--- src/rtl/mcu_spi_packetizer.sv ---
// ---------------------------------------------------------------------------
// mcu_spi_packetizer
//
// SPI slave (mode 0) that streams staged BNO085 quaternion and gyro samples
// for NUM_SENSORS sensors to an MCU acting as SPI master. Everything runs in
// the clk domain: SCK, CS_N and SDI are oversampled through SYNC_STAGES-deep
// synchronizers and their edges are detected one clock later.
//
// Packet (PACKET_BYTES = 3 + 15*NUM_SENSORS), sent MSB first:
//   HEADER, SEQ,
//   per sensor: qw qx qy qz gx gy gz (MSB, LSB each), FLAGS
//   XOR of all preceding bytes
// FLAGS: bit0 quat fresh, bit1 gyro fresh, bit2 overrun, bits7:3 zero.
//
// Ports:
//   clk         system clock, at least 8x the SCK frequency
//   rst_n       synchronous active-low reset
//   sck, cs_n   SPI clock / chip select from the MCU (asynchronous)
//   sdi         MOSI, synchronized but otherwise unused
//   sdo         MISO, registered
//   done        unread sensor data is staged
//   busy        a transaction is in progress
//   quat_valid  per-sensor strobe for quat_w/x/y/z (sensor i at [16i+15:16i])
//   gyro_valid  per-sensor strobe for gyro_x/y/z   (same packing)
// ---------------------------------------------------------------------------
module mcu_spi_packetizer #(
    parameter int         NUM_SENSORS = 2,
    parameter logic [7:0] HEADER      = 8'hAA,
    parameter int         SYNC_STAGES = 2
) (
    input  logic                      clk,
    input  logic                      rst_n,
    input  logic                      sck,
    input  logic                      cs_n,
    input  logic                      sdi,
    output logic                      sdo,
    output logic                      done,
    output logic                      busy,
    input  logic [NUM_SENSORS-1:0]    quat_valid,
    input  logic [16*NUM_SENSORS-1:0] quat_w,
    input  logic [16*NUM_SENSORS-1:0] quat_x,
    input  logic [16*NUM_SENSORS-1:0] quat_y,
    input  logic [16*NUM_SENSORS-1:0] quat_z,
    input  logic [NUM_SENSORS-1:0]    gyro_valid,
    input  logic [16*NUM_SENSORS-1:0] gyro_x,
    input  logic [16*NUM_SENSORS-1:0] gyro_y,
    input  logic [16*NUM_SENSORS-1:0] gyro_z
);

    localparam int PACKET_BYTES = 3 + 15 * NUM_SENSORS;
    localparam int BODY_BYTES   = PACKET_BYTES - 1;
    localparam int PACKET_BITS  = 8 * PACKET_BYTES;
    localparam int FIELDS       = 7;
    localparam int CNT_W        = $clog2(PACKET_BITS + 1);

    localparam logic [CNT_W-1:0] LAST_BIT_IDX = CNT_W'(PACKET_BITS - 1);
    localparam logic [CNT_W-1:0] CNT_ONE      = CNT_W'(1);

    // Transmit FSM: IDLE waits for CS_N fall, SHIFT sends the packet,
    // TAIL holds sdo low after the last bit until CS_N rises.
    localparam logic [1:0] ST_IDLE  = 2'd0;
    localparam logic [1:0] ST_SHIFT = 2'd1;
    localparam logic [1:0] ST_TAIL  = 2'd2;

    // XOR of every body byte; the result closes the packet.
    function automatic logic [7:0] xor_checksum(input logic [7:0] data [BODY_BYTES]);
        logic [7:0] acc;
        acc = 8'h00;
        for (int j = 0; j < BODY_BYTES; j++) begin
            acc = acc ^ data[j];
        end
        return acc;
    endfunction

    // ---------------------------------------------------------------------
    // Synchronizers and edge detection
    // ---------------------------------------------------------------------
    logic [SYNC_STAGES-1:0] sck_sync_r;
    logic [SYNC_STAGES-1:0] cs_sync_r;
    logic [SYNC_STAGES-1:0] sdi_sync_r;
    logic                   sck_prev_r;
    logic                   cs_prev_r;
    logic                   sck_s;
    logic                   cs_s;
    logic                   sck_rise_s;
    logic                   sck_fall_s;
    logic                   cs_fall_s;
    logic                   cs_rise_s;
    logic                   sdi_unused_s;

    // Oversample the SPI pins; reset parks them at the idle bus state.
    always_ff @(posedge clk) begin
        if (!rst_n) begin
            sck_sync_r <= {SYNC_STAGES{1'b0}};
            cs_sync_r  <= {SYNC_STAGES{1'b1}};
            sdi_sync_r <= {SYNC_STAGES{1'b0}};
            sck_prev_r <= 1'b0;
            cs_prev_r  <= 1'b1;
        end else begin
            sck_sync_r <= {sck_sync_r[SYNC_STAGES-2:0], sck};
            cs_sync_r  <= {cs_sync_r[SYNC_STAGES-2:0], cs_n};
            sdi_sync_r <= {sdi_sync_r[SYNC_STAGES-2:0], sdi};
            sck_prev_r <= sck_sync_r[SYNC_STAGES-1];
            cs_prev_r  <= cs_sync_r[SYNC_STAGES-1];
        end
    end

    assign sck_s        = sck_sync_r[SYNC_STAGES-1];
    assign cs_s         = cs_sync_r[SYNC_STAGES-1];
    assign sdi_unused_s = sdi_sync_r[SYNC_STAGES-1];
    assign sck_rise_s   = sck_s & ~sck_prev_r;
    assign sck_fall_s   = ~sck_s & sck_prev_r;
    assign cs_fall_s    = ~cs_s & cs_prev_r;
    assign cs_rise_s    = cs_s & ~cs_prev_r;

    // ---------------------------------------------------------------------
    // Staging registers and freshness flags
    // ---------------------------------------------------------------------
    logic [1:0]             state_r;
    logic                   snap_s;
    logic [15:0]            stage_r [NUM_SENSORS][FIELDS];
    logic [NUM_SENSORS-1:0] qf_r;
    logic [NUM_SENSORS-1:0] gf_r;
    logic [NUM_SENSORS-1:0] ov_r;
    logic [NUM_SENSORS-1:0] qf_base_s;
    logic [NUM_SENSORS-1:0] gf_base_s;
    logic [NUM_SENSORS-1:0] ov_base_s;
    logic [NUM_SENSORS-1:0] qf_next_s;
    logic [NUM_SENSORS-1:0] gf_next_s;
    logic [NUM_SENSORS-1:0] ov_next_s;
    logic                   done_r;

    assign snap_s = cs_fall_s & (state_r == ST_IDLE);

    // Next flag state. On a snapshot the current flags travel with the packet,
    // so a strobe in that same cycle is judged against cleared flags and
    // therefore never reports overrun for the next packet.
    always_comb begin
        qf_base_s = qf_r;
        gf_base_s = gf_r;
        ov_base_s = ov_r;
        if (snap_s) begin
            qf_base_s = {NUM_SENSORS{1'b0}};
            gf_base_s = {NUM_SENSORS{1'b0}};
            ov_base_s = {NUM_SENSORS{1'b0}};
        end else begin
            qf_base_s = qf_r;
            gf_base_s = gf_r;
            ov_base_s = ov_r;
        end
        qf_next_s = qf_base_s | quat_valid;
        gf_next_s = gf_base_s | gyro_valid;
        ov_next_s = ov_base_s | (quat_valid & qf_base_s) | (gyro_valid & gf_base_s);
    end

    // Latch strobed sensor fields and update flags / done.
    always_ff @(posedge clk) begin
        if (!rst_n) begin
            for (int i = 0; i < NUM_SENSORS; i++) begin
                for (int f = 0; f < FIELDS; f++) begin
                    stage_r[i][f] <= 16'h0000;
                end
            end
            qf_r   <= {NUM_SENSORS{1'b0}};
            gf_r   <= {NUM_SENSORS{1'b0}};
            ov_r   <= {NUM_SENSORS{1'b0}};
            done_r <= 1'b0;
        end else begin
            for (int i = 0; i < NUM_SENSORS; i++) begin
                if (quat_valid[i]) begin
                    stage_r[i][0] <= quat_w[16*i +: 16];
                    stage_r[i][1] <= quat_x[16*i +: 16];
                    stage_r[i][2] <= quat_y[16*i +: 16];
                    stage_r[i][3] <= quat_z[16*i +: 16];
                end
                if (gyro_valid[i]) begin
                    stage_r[i][4] <= gyro_x[16*i +: 16];
                    stage_r[i][5] <= gyro_y[16*i +: 16];
                    stage_r[i][6] <= gyro_z[16*i +: 16];
                end
            end
            qf_r   <= qf_next_s;
            gf_r   <= gf_next_s;
            ov_r   <= ov_next_s;
            done_r <= |(qf_next_s | gf_next_s);
        end
    end

    // ---------------------------------------------------------------------
    // Packet assembly (combinational view of staging, captured on snapshot)
    // ---------------------------------------------------------------------
    logic [7:0]             seq_r;
    logic [7:0]             body_s [BODY_BYTES];
    logic [7:0]             chk_s;
    logic [PACKET_BITS-1:0] packet_s;

    // Lay out header, sequence number, sensor fields and flags in byte order.
    always_comb begin
        for (int j = 0; j < BODY_BYTES; j++) begin
            body_s[j] = 8'h00;
        end
        body_s[0] = HEADER;
        body_s[1] = seq_r;
        for (int i = 0; i < NUM_SENSORS; i++) begin
            for (int f = 0; f < FIELDS; f++) begin
                body_s[2 + 15*i + 2*f]     = stage_r[i][f][15:8];
                body_s[2 + 15*i + 2*f + 1] = stage_r[i][f][7:0];
            end
            body_s[2 + 15*i + 14] = {5'b00000, ov_r[i], gf_r[i], qf_r[i]};
        end
    end

    assign chk_s = xor_checksum(body_s);

    // Flatten the packet with byte 0 in the top bits so it shifts out MSB first.
    always_comb begin
        packet_s = {PACKET_BITS{1'b0}};
        for (int j = 0; j < BODY_BYTES; j++) begin
            packet_s[PACKET_BITS-1-8*j -: 8] = body_s[j];
        end
        packet_s[7:0] = chk_s;
    end

    // ---------------------------------------------------------------------
    // Transmit path
    // ---------------------------------------------------------------------
    logic [PACKET_BITS-2:0] tx_r;      // bits still to send after the one on sdo
    logic [CNT_W-1:0]       bit_cnt_r; // SCK rising edges seen this transaction
    logic                   sdo_r;
    logic                   busy_r;

    // Snapshot on CS_N fall, shift on SCK falls, abort on CS_N rise.
    always_ff @(posedge clk) begin
        if (!rst_n) begin
            state_r   <= ST_IDLE;
            tx_r      <= {(PACKET_BITS-1){1'b0}};
            bit_cnt_r <= {CNT_W{1'b0}};
            sdo_r     <= 1'b0;
            busy_r    <= 1'b0;
            seq_r     <= 8'h00;
        end else begin
            case (state_r)
                ST_IDLE: begin
                    if (snap_s) begin
                        tx_r      <= packet_s[PACKET_BITS-2:0];
                        sdo_r     <= packet_s[PACKET_BITS-1];
                        seq_r     <= seq_r + 8'd1;
                        bit_cnt_r <= {CNT_W{1'b0}};
                        busy_r    <= 1'b1;
                        state_r   <= ST_SHIFT;
                    end
                end
                ST_SHIFT: begin
                    if (cs_rise_s) begin
                        tx_r      <= {(PACKET_BITS-1){1'b0}};
                        bit_cnt_r <= {CNT_W{1'b0}};
                        sdo_r     <= 1'b0;
                        busy_r    <= 1'b0;
                        state_r   <= ST_IDLE;
                    end else begin
                        if (sck_rise_s) begin
                            bit_cnt_r <= bit_cnt_r + CNT_ONE;
                            if (bit_cnt_r == LAST_BIT_IDX) begin
                                state_r <= ST_TAIL;
                            end
                        end
                        if (sck_fall_s) begin
                            sdo_r <= tx_r[PACKET_BITS-2];
                            tx_r  <= {tx_r[PACKET_BITS-3:0], 1'b0};
                        end
                    end
                end
                ST_TAIL: begin
                    if (cs_rise_s) begin
                        tx_r      <= {(PACKET_BITS-1){1'b0}};
                        bit_cnt_r <= {CNT_W{1'b0}};
                        sdo_r     <= 1'b0;
                        busy_r    <= 1'b0;
                        state_r   <= ST_IDLE;
                    end else if (sck_fall_s) begin
                        sdo_r <= 1'b0;
                    end
                end
                default: begin
                    tx_r      <= {(PACKET_BITS-1){1'b0}};
                    bit_cnt_r <= {CNT_W{1'b0}};
                    sdo_r     <= 1'b0;
                    busy_r    <= 1'b0;
                    state_r   <= ST_IDLE;
                end
            endcase
        end
    end

    assign sdo  = sdo_r;
    assign done = done_r;
    assign busy = busy_r;

endmodule

--- config.mk ---
export PLATFORM = sky130hd
export DESIGN_NAME = mcu_spi_packetizer
export DESIGN_NICKNAME = d
export VERILOG_FILES = /design/src/rtl/mcu_spi_packetizer.sv
export SDC_FILE = /design/constraint.sdc
export NUM_CORES = 1
export LEC_CHECK = 0
export ABC_CLOCK_PERIOD_IN_PS = 6550
export CAP_MARGIN = 20
export CORE_UTILIZATION = 61
export CTS_CLUSTER_DIAMETER = 80
export DETAILED_ROUTE_END_ITERATION = 10
export PLACE_DENSITY = 0.86
export RECOVER_POWER = 50
export SLEW_MARGIN = 30
export SYNTH_ARGS = -nofsm -noshare
export SYNTH_HDL_FRONTEND = slang
export SYNTH_SLANG_ARGS = --single-unit
--- constraint.sdc ---
create_clock -name clk -period 6.55 [get_ports clk]
set_clock_uncertainty 0.05 [all_clocks]
set_input_delay 1.965 -clock clk [delete_from_list [all_inputs] [get_ports clk]]
set_output_delay 1.965 -clock clk [all_outputs]
set_load 0.1 [all_outputs]
==> summary.md, run 1 <==
| Metric | Value |
|---|---|
| Total of warnings raised by yosys | `0` |
| CP Max Fanout | `104` |
| Number of cells upsized or downsized after cts | `0` |
| Number of buffer cells added on primary ports | `234` |
| Placer Congestion | `0.860` |
| Setup repair after global routing missed its margin | `false` |
| Number of nets in the synthesized netlist | `2307` |
| Routed Wire Length | `57700 µm` |
| Sum of overflow across all layers after global routing | `0` |
| Upper clock frequency limit | `0.206 GHz` |
| Die Span X | `195 µm` |
| Starting utilization of the core area | `61.9%` |
| Leading post-synthesis cells by cell area | `sky130_fd_sc_hd__edfxtp_1 30%, sky130_fd_sc_hd__dfxtp_1 26%, sky130_fd_sc_hd__xnor2_1 8.6%` |
| Total standard cell area after synthesis | `0.0226 mm²` |
| Total die area | `0.0378 mm²` |
| Worst VDD drop | `248 µV` |
| Worst slack at placement | `2010 ps` |
| Vias after detailed routing | `16900` |
| Share of layout cells above drive strength 1 | `4.84%` |
| Terminus of the critical flop-to-flop path | `tx_r[123]$_SDFFE_PN0P_` |
| Clk buf depth | `3` |
| Slew at the pin closest to its max-slew limit | `2330 ps` |
| Flip-flop and latch count after synthesis | `521` |
| Start point of the critical path | `quat_valid[0]` |
| Power dissipated by switching net loads | `2.86 mW` |
| Drt pass-1 iters | `6` |
| Global-route wire length before repair | `88600 µm` |
| Antenna violations before repair | `1` |
| Critical Path End Type | `flip-flop` |
| Top cells by count, synth | `297 x sky130_fd_sc_hd__dfxtp_1, 291 x sky130_fd_sc_hd__nor2_1, 252 x sky130_fd_sc_hd__a22oi_1` |
| Antenna-violating nets left | `0` |
| Number of instances in the synthesized netlist | `2069` |
| Slack of the critical path | `1690 ps` |
| Clock power share | `32.3%` |
| Post-CTS Hold Buffers | `0` |
| Req. time, crit path | `6970 ps` |
| Final critical delay including setup and external delays | `4860 ps` |
| Hold/Removal Path Class | `reg -> reg` |
| Area share of the largest cell type after synthesis | `29.7%` |
| TritonCTS Buffers | `52` |
| Placeable core area | `0.0365 mm²` |
| Cells on Worst Hold Path | `1` |
| Area grow syn2layout | `17.8%` |
| Setup Fix Bufs, Post-CTS | `0` |
| Lkg Pwr | `9.43 nW` |
| I/O pin count | `236` |
| Overall track demand over capacity in global routing | `29.8%` |
| Remaining design rule violation count | `0` |
| Cell taking the most area after synthesis | `sky130_fd_sc_hd__edfxtp_1` |
| Destination of the worst hold path | `cs_sync_r[1]$_SDFF_PN1_` |
| Number of cell rows | `70` |
| Final instance area | `0.0266 mm²` |
| Area after detailed placement | `0.0249 mm²` |
| Number of endpoints with negative hold slack in the final report | `0` |
| Later-pin clock latency in the skew report | `610 ps` |
| Hold path start | `cs_sync_r[0]$_SDFF_PN1_` |
| Count of clock tree sinks | `521` |
| Final critical-path share of the clock period | `74.2%` |
| NumNets Final | `2426` |
| Synthesized area per cell | `10.9 µm²` |
| Max cap viols | `4` |
| Combinational share of power | `23.3%` |
| 1st-iter DRT viols | `2147` |
| CTS HTree Levels | `2` |
| Status | `finished with violations` |
| Worst-case headroom to the max-slew limit | `-55.2%` |
| Worst R2R Start | `state_r[0]$_SDFFE_PN0P_` |
| Worst r2r path cells | `6` |
| Clock slew at the register clock pins of the worst setup and hold paths | `60 ps` |
| Arr. time, crit path | `5280 ps` |
| Part of the Yosys area used for sequential elements | `56.0%` |
| Endpoints failing setup | `0` |
| Post-synthesis async set-or-reset flop share | `0%` |
| Reg-to-reg slack, setup | `1960 ps` |
| Final HPWL DP | `36800 µm` |
| Internal power summed over all cells | `6.59 mW` |
| TritonCTS clock tree | `yes` |
| Root Driver | `sky130_fd_sc_hd__clkbuf_16` |
| Worst hold slack across all endpoints | `363 ps` |
| Pins Over Slew Limit | `207` |
| Fin Setup TNS | `0 ps` |
| Most common cell in the netlist | `sky130_fd_sc_hd__dfxtp_1` |
| Pin count of the biggest net entering global routing | `170` |
| Number of synthesized flops with an enable pin | `224` |
| Commonest register cell after synthesis | `sky130_fd_sc_hd__dfxtp_1` |
| Violations in the final reports | `max-capacitance violations, max-slew violations` |
| Wire length per cell | `21.3 µm` |
| PD cells | `355 mW/mm²` |
| Detailed-route vias per instance | `6.27` |
| Flop pwr share | `44.4%` |
| Distinct cell type count of the synthesized netlist | `40` |
| Die Ht | `195 µm` |
| Number of global-route vias before repair | `16200` |
| Fraction of power spent switching nets | `30.2%` |
| Crit start category | `input pin` |
| Setup Crit Path Kind | `in -> reg` |
[area by class of cell]
cell class              instances  area (µm²)
flip-flops and latches        521       12700
clock buffers                  84        1650
multi-input cells            1356        9070
clock inverters                14         128
diodes                          1        2.50
fillers                      2379        9880
inverters                       8        37.5
repair buffers                249        2500
well taps                     468         586
[registers in the layout, summed over array words and instances (netlist names)]
register	flops
cs_prev_r	1
state_r	2
ov_r	2
busy	1
bit_cnt_r	9
sck_sync_r	2
seq_r	8
done	1
sck_prev_r	1
stage_r	224
tx_r	263
cs_sync_r	2
qf_r	2
sdo	1
gf_r	2
[cell families (layout without fill, tap and decap cells)]
family                     after synthesis  count (layout)  share of synthesized area (%)
other                                    0               1                              0
and+or+nand+nor                        566             566                           12.3
xor gates and xnor gates               244             244                           9.45
DFF                                    521             521                           56.0
buffers and inverters                  192             355                           3.98
muxes                                    1               1                         0.0443
adders and majority gates                5               5                          0.277
AOI/OAI and AO/OA                      540             540                           17.9
[worst max-delay path, stage by stage]
cell and delay, ps:
sky130_fd_sc_hd__dlygate4sd3_1 520, sky130_fd_sc_hd__clkbuf_1 660, sky130_fd_sc_hd__nor3_1 180, sky130_fd_sc_hd__nor2_1 850, sky130_fd_sc_hd__buf_4 740, sky130_fd_sc_hd__and2_1 250
[worst max-delay path by stage]
| stage | endpoint | slack [ps] | depth (start not counted) |
|---|---|---|---|
| 3_3_place_gp | stage_r[0][52]$_SDFFCE_PP0P_ | 2080 | 5 |
| 2_1_floorplan | stage_r[0][48]$_SDFFCE_PP0P_ | 2620 | 3 |
| 4_1_cts | busy | 2390 | 1 |
| 6_report | stage_r[0][53]$_SDFFCE_PP0P_ | 1690 | 6 |
| 5_1_grt | stage_r[0][85]$_SDFFCE_PP0P_ | 1480 | 3 |
| 3_5_place_dp | stage_r[0][14]$_SDFFCE_PP0P_ | 2010 | 5 |
[cell usage in the layout (no fill, tap or decap), types with 9 or more instances in the layout]
cell type and n:
sky130_fd_sc_hd__clkdlybuf4s50_1 229, sky130_fd_sc_hd__edfxtp_1 224, sky130_fd_sc_hd__and2_1 109, sky130_fd_sc_hd__a21oi_1 21
sky130_fd_sc_hd__a211oi_1 242, sky130_fd_sc_hd__and3_1 114, sky130_fd_sc_hd__xor2_1 23, sky130_fd_sc_hd__clkbuf_8 14
sky130_fd_sc_hd__xnor2_1 221, sky130_fd_sc_hd__nand2_1 11, sky130_fd_sc_hd__clkbuf_1 17, sky130_fd_sc_hd__a22oi_1 252
sky130_fd_sc_hd__clkbuf_16 56, sky130_fd_sc_hd__nor2_1 291, sky130_fd_sc_hd__nand2b_1 9, sky130_fd_sc_hd__dfxtp_1 297
[through the flow]
| step | total power [mW] | utilization [%] | instances |
|---|---|---|---|
| after floorplan | 5.81 | - | 2069 |
| after global placement | 6.28 | 68.0 | 2601 |
| after detailed placement | 6.38 | 68.2 | 2602 |
| after CTS | 9.43 | 73.0 | 2700 |
| after global routing | 9.79 | 72.9 | 2700 |
| final | 9.45 | 72.9 | 2701 |
[power groups by stage]
stage	Combinational [mW]	Clock (mW)	Sequential, mW
3_5_place_dp	2.15	0	4.24
2_1_floorplan	1.68	0	4.14
3_3_place_gp	2.06	0	4.22
4_1_cts	2.18	3.07	4.18
5_1_grt	2.37	3.19	4.23
6_report	2.20	3.05	4.20
[routing by layer]
layer	track usage, %	share of wire [%]	up-vias
met2	47.0	47	849
met5	0	0.033	-
met3	5.43	8.3	138
li1	-	-	7800
met1	40.5	41	8153
met4	12.5	3.8	2
(Power assumes the default switching activity.)
==> run 2, diff against run 1 <==
ABC_CLOCK_PERIOD_IN_PS = 5070   (was 6550)
CORE_UTILIZATION = 57   (was 61)
PLACE_DENSITY = 0.81   (was 0.86)
clock period = 5.07 ns   (was 6.55 ns; I/O delays follow)
==> summary.md, run 2 (same netlist as run 1, synthesis figures left out) <==
| Metric | Value |
|---|---|
| Setup Crit Path Kind | `in -> reg` |
| GRT met3 Usage | `3.90%` |
| Max cap viols | `1` |
| Worst r2r path cells | `8` |
| Final HPWL DP | `37200 µm` |
| Arr. time, crit path | `4340 ps` |
| Most used routing layer | `met2` |
| Start point of the critical path | `quat_valid[0]` |
| CP Max Fanout | `28` |
| CTS HTree Levels | `2` |
| Number of global-route vias before repair | `15900` |
| Global-route wire length before repair | `88500 µm` |
| Max FFs per register | `263` |
| Count of clock tree sinks | `521` |
| Wire length per cell | `20.6 µm` |
| Setup Fix Bufs, Post-CTS | `0` |
| TritonCTS Buffers | `52` |
| Share of layout cells above drive strength 1 | `5.22%` |
| Antenna violations before repair | `0` |
| Regs by FF count | `tx_r x263, stage_r x224, bit_cnt_r x9` |
| Detailed-route vias per instance | `6.06` |
| Number of cell rows | `72` |
| Fin Setup TNS | `0 ps` |
| Fraction of the core area covered by cells at the end of the flow | `68.6%` |
| Worst-case headroom to the max-slew limit | `-0.512%` |
| Top register by number of flip-flops | `tx_r` |
| Number of inserted diodes | `0` |
| Slew at the pin closest to its max-slew limit | `1510 ps` |
| Final critical-path share of the clock period | `81.1%` |
| Critical Path End Type | `flip-flop` |
| NumNets Final | `2435` |
| Filler Cell Count | `2849` |
| Sum of overflow across all layers after global routing | `0` |
| Later-pin clock latency in the skew report | `600 ps` |
| I/O pin count | `236` |
| Placeable core area | `0.0389 mm²` |
| Area grow syn2layout | `18.1%` |
| TritonCTS clock tree | `yes` |
| Violations in the final reports | `max-capacitance violations, max-slew violations` |
| Req. time, crit path | `5300 ps` |
| Crit start category | `input pin` |
| Slack of the critical path | `959 ps` |
| Die Span X | `201 µm` |
| Post-CTS Hold Buffers | `0` |
| Endpoints failing setup | `0` |
| Total die area | `0.0405 mm²` |
| Global-route met2 utilization | `44.5%` |
| Vias after detailed routing | `16700` |
| PD cells | `454 mW/mm²` |
| Hold/Removal Path Class | `reg -> reg` |
| Number of cells upsized or downsized after cts | `0` |
| Routed Wire Length | `57000 µm` |
| Clk buf depth | `3` |
| Worst VDD drop | `268 µV` |
| Remaining design rule violation count | `0` |
| Lkg Pwr | `9.45 nW` |
| Worst slack at placement | `1260 ps` |
| Reg-to-reg slack, setup | `2070 ps` |
| Met1 Usage GRT | `38.8%` |
| Die Ht | `201 µm` |
| Setup repair after global routing missed its margin | `false` |
| Antenna-violating nets left | `0` |
| Overall track demand over capacity in global routing | `27.8%` |
| Commonest non-fill, non-tap cell in the layout | `sky130_fd_sc_hd__dfxtp_1` |
| Number of placed cells counting well taps | `2660` |
| Root Driver | `sky130_fd_sc_hd__clkbuf_16` |
| Pins Over Slew Limit | `28` |
| Status | `finished with violations` |
| Upper clock frequency limit | `0.243 GHz` |
| Final critical delay including setup and external delays | `4110 ps` |
| Pin count of the biggest net entering global routing | `250` |
| 1st-iter DRT viols | `2010` |
| Number of cells in the finished layout apart from fillers | `2759` |
| Crit path to | `stage_r[0][50]$_SDFFCE_PP0P_` |
| Number of buffer cells added on primary ports | `234` |
| Placer Congestion | `0.852` |
| Clock slew at the register clock pins of the worst setup and hold paths | `60 ps` |
| Drt pass-1 iters | `6` |
| Starting utilization of the core area | `58.1%` |
| Terminus of the critical flop-to-flop path | `tx_r[142]$_SDFFE_PN0P_` |
| Worst R2R Start | `state_r[0]$_SDFFE_PN0P_` |
| Commonest cells after routing, fill and taps aside | `297 x sky130_fd_sc_hd__dfxtp_1, 290 x sky130_fd_sc_hd__nor2_1, 252 x sky130_fd_sc_hd__a22oi_1, 242 x sky130_fd_sc_hd__a211oi_1, 232 x sky130_fd_sc_hd__clkdlybuf4s50_1` |
| Number of endpoints with negative hold slack in the final report | `0` |
run 2: changes by cell type in the layout (fill, tap and decap cells not counted), moves of 3 or more:
cell | previous run | this run
sky130_fd_sc_hd__clkinvlp_4 | 0 | 3
sky130_fd_sc_hd__clkbuf_2 | 0 | 3
sky130_fd_sc_hd__clkbuf_8 | 14 | 3
sky130_fd_sc_hd__clkbuf_1 | 17 | 13
sky130_fd_sc_hd__clkbuf_16 | 56 | 53
sky130_fd_sc_hd__buf_4 | 6 | 15
sky130_fd_sc_hd__clkinv_2 | 8 | 12
sky130_fd_sc_hd__and2_0 | 8 | 0
sky130_fd_sc_hd__and2_1 | 109 | 117
sky130_fd_sc_hd__bufinv_16 | 1 | 5
sky130_fd_sc_hd__clkinv_1 | 1 | 5
sky130_fd_sc_hd__buf_6 | 4 | 0
sky130_fd_sc_hd__dlygate4sd3_1 | 4 | 1
sky130_fd_sc_hd__clkdlybuf4s50_1 | 229 | 232
run 2: area by class of cell:
type | instances | area (µm²) | area share [%]
clock buffer | 68 | 1420 | 5.30
clock inverter | 30 | 295 | 1.11
inverter | 8 | 37.5 | 0.141
multi-input combinational | 1356 | 9070 | 34.0
sequential | 521 | 12700 | 47.4
tap | 518 | 648 | 2.43
timing repair buffer | 258 | 2570 | 9.64
run 2: per-stage QoR:
stage | hold slack (ps) | cell area [µm²] | power (mW)
5_1_grt | 389 | 26700 | 12.6
3_5_place_dp | 351 | 25000 | 8.25
3_3_place_gp | 351 | 25000 | 8.14
2_1_floorplan | 336 | 22600 | 7.51
4_1_cts | 375 | 26700 | 12.1
6_report | 371 | 26700 | 12.1
run 2: layer usage:
layer,vias to the layer above,part of all wire (%),routed length (µm)
met5,-,0,0
met1,8061,42,24100
met3,101,7.7,4360
li1,7813,-,-
met2,755,47,26800
met4,0,3.0,1740
run 2: how the worst min path moves through the flow:
stage | startpoint | to | slack [ps] | cells after the start
5_1_grt | sck_sync_r[0]$_SDFF_PN0_ | sck_sync_r[1]$_SDFF_PN0_ | 390 | 1
3_5_place_dp | cs_sync_r[0]$_SDFF_PN1_ | cs_sync_r[1]$_SDFF_PN1_ | 350 | 1
2_1_floorplan | cs_sync_r[0]$_SDFF_PN1_ | cs_sync_r[1]$_SDFF_PN1_ | 340 | 1
3_3_place_gp | cs_sync_r[0]$_SDFF_PN1_ | cs_sync_r[1]$_SDFF_PN1_ | 350 | 1
6_report | cs_sync_r[0]$_SDFF_PN1_ | cs_sync_r[1]$_SDFF_PN1_ | 370 | 1
4_1_cts | cs_sync_r[0]$_SDFF_PN1_ | cs_sync_r[1]$_SDFF_PN1_ | 370 | 1
run 2: worst max-delay path: stages:
cell	delay [ps]
sky130_fd_sc_hd__dlygate4sd3_1	520
sky130_fd_sc_hd__clkbuf_1	710
sky130_fd_sc_hd__nand2b_1	1100
sky130_fd_sc_hd__buf_4	460
run 2: power by group:
group          total (mW)  leakage [nW]  internal (mW)  switching, mW
clock                3.88         0.840           2.23           1.65
sequential           5.41          4.84           4.99          0.418
combinational        2.82          3.77           1.25           1.58
==> run 3, diff against run 2 <==
ABC_CLOCK_PERIOD_IN_PS = 3420   (was 5070)
CORE_UTILIZATION = 51   (was 57)
PLACE_DENSITY = 0.77   (was 0.81)
clock period = 3.42 ns   (was 5.07 ns; I/O delays follow)
==> summary.md, run 3 (same netlist as run 1, synthesis figures left out) <==
| Metric | Value |
|---|---|
| Commonest non-fill, non-tap cell in the layout | `sky130_fd_sc_hd__dfxtp_1` |
| Drt pass-1 iters | `6` |
| Pins Over Slew Limit | `30` |
| Lkg Pwr | `9.48 nW` |
| Area grow syn2layout | `19.0%` |
| Number of placed cells counting well taps | `2730` |
| Clk buf depth | `3` |
| Setup Fix Bufs, Post-CTS | `0` |
| Crit start category | `input pin` |
| Later-pin clock latency in the skew report | `620 ps` |
| Clock slew at the register clock pins of the worst setup and hold paths | `60 ps` |
| NumNets Final | `2439` |
| Combined flip-flop and latch cell area | `0.0127 mm²` |
| Slew at the pin closest to its max-slew limit | `1710 ps` |
| Setup repair after global routing missed its margin | `false` |
| Placeable core area | `0.0434 mm²` |
| Root Driver | `sky130_fd_sc_hd__clkbuf_16` |
| Detailed-route vias per instance | `5.81` |
| TritonCTS Buffers | `54` |
| CTS HTree Levels | `2` |
| Violations in the final reports | `max-capacitance violations, max-slew violations` |
| Share of layout cells above drive strength 1 | `5.25%` |
| Top register by number of flip-flops | `tx_r` |
| Worst-case headroom to the max-slew limit | `-14.0%` |
| Antenna violations before repair | `0` |
| Die Span X | `213 µm` |
| Final critical delay including setup and external delays | `2980 ps` |
| Number of cells upsized or downsized after cts | `0` |
| Req. time, crit path | `3750 ps` |
| Number of cell rows | `76` |
| Die Ht | `213 µm` |
| Pin count of the biggest net entering global routing | `128` |
| Hold/Removal Path Class | `reg -> reg` |
| Routed Wire Length | `56900 µm` |
| Upper clock frequency limit | `0.336 GHz` |
| Antenna-violating nets left | `0` |
| Commonest cells after routing, fill and taps aside | `297 x sky130_fd_sc_hd__dfxtp_1, 291 x sky130_fd_sc_hd__nor2_1, 252 x sky130_fd_sc_hd__a22oi_1, 242 x sky130_fd_sc_hd__a211oi_1, 224 x sky130_fd_sc_hd__edfxtp_1` |
| CP Max Fanout | `109` |
| Final critical-path share of the clock period | `87.1%` |
| Vias after detailed routing | `16400` |
| Number of inserted diodes | `0` |
| Worst VDD drop | `416 µV` |
| Filler Cell Count | `3434` |
| Regs by FF count | `tx_r x263, stage_r x224, bit_cnt_r x9` |
| Critical Path End Type | `flip-flop` |
| Final HPWL DP | `37200 µm` |
| Endpoints failing setup | `0` |
| Max cap viols | `1` |
| Number of endpoints with negative hold slack in the final report | `0` |
| 1st-iter DRT viols | `1797` |
| Sum of overflow across all layers after global routing | `0` |
| Global-route wire length before repair | `87400 µm` |
| Post-CTS Hold Buffers | `0` |
| Wire length per cell | `20.1 µm` |
| PD cells | `672 mW/mm²` |
| TritonCTS clock tree | `yes` |
| Placer Congestion | `0.874` |
| Multi-input logic area | `0.00906 mm²` |
| Setup Crit Path Kind | `in -> reg` |
| Total die area | `0.0452 mm²` |
| Overall track demand over capacity in global routing | `25.0%` |
| I/O pin count | `236` |
| Status | `finished with violations` |
| Max FFs per register | `263` |
| Number of global-route vias before repair | `15700` |
| Remaining design rule violation count | `0` |
| Worst hold slack across all endpoints | `375 ps` |
| Number of cells in the finished layout apart from fillers | `2832` |
| Starting utilization of the core area | `52.1%` |
| Arr. time, crit path | `3310 ps` |
| Fin Setup TNS | `0 ps` |
| Number of buffer cells added on primary ports | `234` |
| Count of clock tree sinks | `521` |
run 3: metrics by stage:
step                      area, µm²  total power [mW]  util (%)  worst slack, ps
final                         26900              18.1      62.1              441
after detailed placement      25300              12.3      58.3              587
after global routing          26900              18.8      62.1              297
after global placement        25200              12.2      58.2              628
after floorplan               22600              11.1         -              430
after CTS                     27000              18.1      62.3              764
run 3: per-layer routing:
metal | GRT usage, % | wire length, µm
met4 | 8.36 | 1760
met5 | 0 | 0
met2 | 39.6 | 26300
met1 | 34.6 | 24500
met3 | 4.61 | 4360
run 3: power by group:
group | switching (mW) | total [mW] | internal (mW) | leakage [nW]
Combinational | 2.35 | 4.24 | 1.88 | 3.80
Sequential | 0.606 | 8.01 | 7.40 | 4.84
Clock | 2.47 | 5.83 | 3.36 | 0.848
Total | 5.42 | 18.1 | 12.7 | 9.48
run 3: worst paths after layout:
| kind | startpoint | end | slack [ps] | cells after the start |
|---|---|---|---|---|
| worst max-delay path | rst_n | done$_SDFF_PN0_ | 440 | 4 |
| worst max register to register | state_r[0]$_SDFFE_PN0P_ | tx_r[30]$_SDFFE_PN0P_ | 770 | 8 |
| worst min register to register | cs_sync_r[0]$_SDFF_PN1_ | cs_sync_r[1]$_SDFF_PN1_ | 380 | 1 |
| worst min-delay path | cs_sync_r[0]$_SDFF_PN1_ | cs_sync_r[1]$_SDFF_PN1_ | 380 | 1 |
run 3: critical path, cell delays in order:
cell	delay [ps]
sky130_fd_sc_hd__clkbuf_2	450
sky130_fd_sc_hd__inv_8	490
sky130_fd_sc_hd__clkbuf_4	1050
sky130_fd_sc_hd__a31oi_1	230
run 3: cell type report:
type	instances	area share [%]
sequential	521	47.1
multi-input combinational	1356	33.7
clock buffer	71	5.53
tap	585	2.72
clock inverter	31	1.01
inverter	8	0.139
timing repair buffer	260	9.86
